===== src/rtl/store_monitor.sv =====
// ============================================================================
// store_monitor : snoops core data-memory stores into a FIFO drained over a
//                 valid/ready stream; flags completion, misalignment, overflow.
// Revision 1.0
// ============================================================================
`default_nettype none

module store_monitor #(
    parameter int          DEPTH     = 8,
    parameter logic [31:0] PASS_ADR  = 32'd100,
    parameter logic [31:0] PASS_DATA = 32'd7
) (
    input  logic                     clk,
    input  logic                     reset,
    input  logic                     MemWrite,
    input  logic [31:0]              DataAdr,
    input  logic [31:0]              WriteData,
    output logic                     OutValid,
    input  logic                     OutReady,
    output logic [31:0]              OutAdr,
    output logic [31:0]              OutData,
    output logic [$clog2(DEPTH):0]   Count,
    output logic                     Overflow,
    output logic [15:0]              DropCnt,
    output logic                     Misaligned,
    output logic                     Done,
    output logic                     Pass
);

    localparam int AW = $clog2(DEPTH);
    localparam int CW = AW + 1;

    logic [31:0]   adr_mem  [DEPTH];
    logic [31:0]   data_mem [DEPTH];
    logic [AW-1:0] rd_ptr;
    logic [AW-1:0] wr_ptr;
    logic [CW-1:0] count;

    logic push;
    logic pop;
    logic accept;

    assign push   = MemWrite;
    assign pop    = OutValid & OutReady;
    // A full FIFO still accepts when the head leaves on the same edge.
    assign accept = push & ((count < CW'(DEPTH)) | pop);

    assign OutValid = (count != '0);
    assign OutAdr   = OutValid ? adr_mem[rd_ptr]  : 32'd0;
    assign OutData  = OutValid ? data_mem[rd_ptr] : 32'd0;
    assign Count    = count;

    // Storage needs no reset: stale entries are masked by the occupancy count.
    always_ff @(posedge clk) begin
        if (reset && accept) begin
            adr_mem[wr_ptr]  <= DataAdr;
            data_mem[wr_ptr] <= WriteData;
        end
    end

    always_ff @(posedge clk) begin
        if (!reset) begin
            rd_ptr     <= '0;
            wr_ptr     <= '0;
            count      <= '0;
            Overflow   <= 1'b0;
            DropCnt    <= 16'd0;
            Misaligned <= 1'b0;
            Done       <= 1'b0;
            Pass       <= 1'b0;
        end else begin
            if (accept) begin
                wr_ptr <= wr_ptr + AW'(1);
            end
            if (pop) begin
                rd_ptr <= rd_ptr + AW'(1);
            end

            if (accept && !pop) begin
                count <= count + CW'(1);
            end else if (pop && !accept) begin
                count <= count - CW'(1);
            end

            if (push && !accept) begin
                Overflow <= 1'b1;
                if (DropCnt != 16'hFFFF) begin
                    DropCnt <= DropCnt + 16'd1;
                end
            end

            if (push && (DataAdr[1:0] != 2'b00)) begin
                Misaligned <= 1'b1;
            end

            // Only the first completion store decides the verdict.
            if (push && !Done && (DataAdr == PASS_ADR)) begin
                Done <= 1'b1;
                Pass <= (WriteData == PASS_DATA);
            end
        end
    end

endmodule

`default_nettype wire


===== config.mk =====
export PLATFORM = sky130hd
export DESIGN_NAME = store_monitor
export DESIGN_NICKNAME = d
export VERILOG_FILES = /design/src/rtl/store_monitor.sv
export SDC_FILE = /design/constraint.sdc
export NUM_CORES = 1
export LEC_CHECK = 0
export BUFFER_PORTS_ARGS = -buffer_cell sky130_fd_sc_hd__buf_2
export CAP_MARGIN = 20
export CORE_ASPECT_RATIO = 1.2
export CORE_UTILIZATION = 64
export CTS_BUF_LIST = sky130_fd_sc_hd__clkbuf_4 sky130_fd_sc_hd__clkbuf_8 sky130_fd_sc_hd__clkbuf_16
export CTS_CLUSTER_DIAMETER = 40
export DETAILED_ROUTE_END_ITERATION = 10
export PLACE_DENSITY_LB_ADDON = 0.08
export SKIP_LAST_GASP = 1
export SLEW_MARGIN = 0
export SYNTH_ARGS = -nofsm -noshare
export SYNTH_HDL_FRONTEND = slang
export SYNTH_SLANG_ARGS = --single-unit

===== constraint.sdc =====
create_clock -name clk -period 15.9 [get_ports clk]
set_input_delay 1.59 -clock clk [delete_from_list [all_inputs] [get_ports clk]]
set_output_delay 1.59 -clock clk [all_outputs]
set_load 0.1 [all_outputs]

==> key figures <==
Status
  – Status: completed

Flow run
  – Max-Cap Viols: 0

Setup path
  – R2r setup slk: 12.59 ns
  – CP required: 14.31 ns
  – CP endpoint kind: output port
  – Setup CP Type: register to output port
  – Worst path arrival time: 3.65 ns
  – Crit path max-delay cell type: dfxtp_4
  – Largest stage delay, worst path: 0.89 ns
  – Crit-path cells: buf_4 > mux4_2 > mux2i_1 > nor2_1 > buf_2
  – Crit Path Max Fanout: 48
  – Crit start category: register

Yosys
  – Yosys reg bits: 545
  – Net Count, Synth: 1101
  – Most frequent cell after synthesis: edfxtp_1
  – Top cells by count, synth: 512 x edfxtp_1, 128 x mux4_2, 82 x nor2_1
  – Most used DFF post-synth: edfxtp_1
  – Synth Cell Area: 0.0211 mm²
  – Seq/Total Area, Yosys: 76.0%
  – EDFF count, synth: 512
  – Area contributors post-synth: edfxtp_1 73%, mux4_2 14%, mux2i_1 3.4%
  – Synth area leader: edfxtp_1
  – Post-synthesis cell type count: 40
  – Post-synth top area share: 72.9%
  – Synth Area per Inst: 20.6 µm²
  – Asr flop ratio synth: 0%
  – Yosys Warn Count: 0
  – Cells after Synth: 1026

Clock network
  – CTS tree: yes
  – Resize count post-CTS: 0
  – Setup bufs post-CTS: 0
  – Cts hold-fix bufs: 0
  – Clk sinks: 545
  – Clk buf depth: 3
  – CTS root buffer: clkbuf_16
  – Clock latency on the worst-skew pair: 0.57 ns
  – Worst-path clk slew: 0.06 ns
  – Num CTS Buffers: 52
  – CTS H-tree lvls: 2

Power and ir drop
  – Peak VDD IR: 192 µV
  – Leak: 7.83 nW
  – Pwr/cell area: 180 mW/mm²

Detailed routing
  – Remaining DRCs: 0
  – Pre-antenna DRT Iters: 7
  – Post-Route WL: 41.7 mm
  – DRT iter0 DRCs: 925
  – Antenna-violating nets left: 0
  – Drt wl/cell: 25.2 µm
  – DR vias: 10.5k
  – Vias/cell: 6.35

Floorplan
  – Starting density of the core: 65.2%
  – Rows: 72
  – Die width: 168 µm
  – I/O pins: 157
  – Die height: 201 µm
  – Die area: 0.0337 mm²
  – Core Region: 0.0323 mm²

Global route
  – Vias in the first global route: 10.9k
  – Overall routing resource usage: 25.7%
  – GRT overflow: 0
  – Initial antenna violation count: 4
  – Largest net degree at the start of global routing: 77
  – First-pass GRT wire length: 63.5 mm

STA
  – Crit path time final: 5.24 ns
  – Final setup fails: 0
  – Hold_ws: 0.449 ns
  – Clk_skew: 0.0136 ns
  – Slew HR: 27.7%
  – Final Hold Fails: 0
  – Setup TNS Final: 0 ns
  – FMAX: 191 MHz
  – RSZ-0062 raised after global routing: no
  – Worst slew pin tran: 1.09 ns
  – Slew Limit Fails: 0
  – Fin crit share: 32.9%

Placed design
  – Hpwl dp: 22.1 mm
  – Placed cell area: 0.0224 mm²
  – Placed Cells: 1560
  – Gpl congestion: 0.801
  – I/O Buffers: 156

Final layout
  – Fillers: 1883
  – Layout cells sized above 1: 32.9%
  – Layout Cells excl Fill: 1657
  – Finished layout cell area: 0.0241 mm²
  – NumNets Final: 1283
  – Area delta synth->final: 14.4%

Min path
  – Min-delay worst type: register to register
-- placed cells by master (no fill, tap or decap), types with 3 or more instances in the layout --
cell type  count
buf_2        156
clkbuf_16     53
nand2_1       24
ha_1           6
clkbuf_8       3
dfxtp_1       30
xor2_1         4
nor4_1        16
nor3_2         3
nand2b_1       4
clkinv_1       5
or4_1          9
nor4_2         4
a21oi_1       16
inv_1          8
mux2i_1       71
clkbuf_4      15
o21ai_0        7
mux4_2       128
buf_4         20
dfxtp_4        3
nand3_1       12
nor2_1        81
edfxtp_1     512
or3_1          3
o31ai_1        7
bufinv_16      4
nand4_1        7
clkinv_2       9
-- cells by family after synthesis --
logic type / synth area share [%]
flops: 76.0
mux: 17.0
fa+ha+maj: 0.451
compound gates: 1.07
xor+xnor: 0.208
buf+inv: 1.09
simple gates: 4.16
-- final timing paths --
check	start	endpoint	depth (start not counted)
min reg2reg	Misaligned$_SDFFE_PN0P_	Misaligned$_SDFFE_PN0P_	2
min	Misaligned$_SDFFE_PN0P_	Misaligned$_SDFFE_PN0P_	2
max	register	OutAdr[5]	5
max reg2reg	Count[0]$_SDFFE_PN0P_	Count[3]$_SDFFE_PN0P_	11
-- registers in the layout (all words and copies together), names as in the netlist, named ones only --
name	count
Count	4
Done	1
Misaligned	1
Pass	1
DropCnt	16
data_mem	256
adr_mem	256
rd_ptr	3
Overflow	1
wr_ptr	3
-- through the flow --
stage               util, %  setup slack, ns  power (mW)
finish                 74.7            10.66        4.36
global route           74.6            10.37        4.50
CTS                    74.6            10.50        4.39
detailed placement     69.3            11.10        3.18
global placement       69.3            11.11        3.18
floorplan                 -             6.60        2.93
-- critical path, delay by kind of cell, from the launching register on --
| kind | cells | cell delay [ns] |
|---|---|---|
| buf+inv | 2 | 1.21 |
| mux | 2 | 0.89 |
| flops | 1 | 0.89 |
| simple gates | 1 | 0.08 |
-- where the power goes --
group / switching [mW] / leakage [nW] / internal, mW
sequential: 0.0591 / 4.89 / 1.61
combinational: 1.10 / 2.08 / 0.374
clock: 0.498 / 0.856 / 0.717
total: 1.66 / 7.83 / 2.70
-- metal layers --
metal,wire [µm],vias to the layer above,GRT usage [%]
li1,-,4596,-
met1,16800,5479,34.6
met2,21300,372,43.5
met3,2590,77,4.22
met4,979,4,8.55
met5,22,-,0
-- final cells by class --
type	count	area, µm²	area share (%)
Inverter	8	30.0	0.124
Multi-Input combinational cell	424	4890	20.3
Tap cell	407	509	2.11
Antenna cell	2	5.00	0.0207
Clock buffer	71	1480	6.13
Sequential cell	545	16000	66.5
Timing Repair Buffer	177	958	3.97
Clock inverter	23	225	0.933
Note: power is estimated with default switching activity, not from simulation.
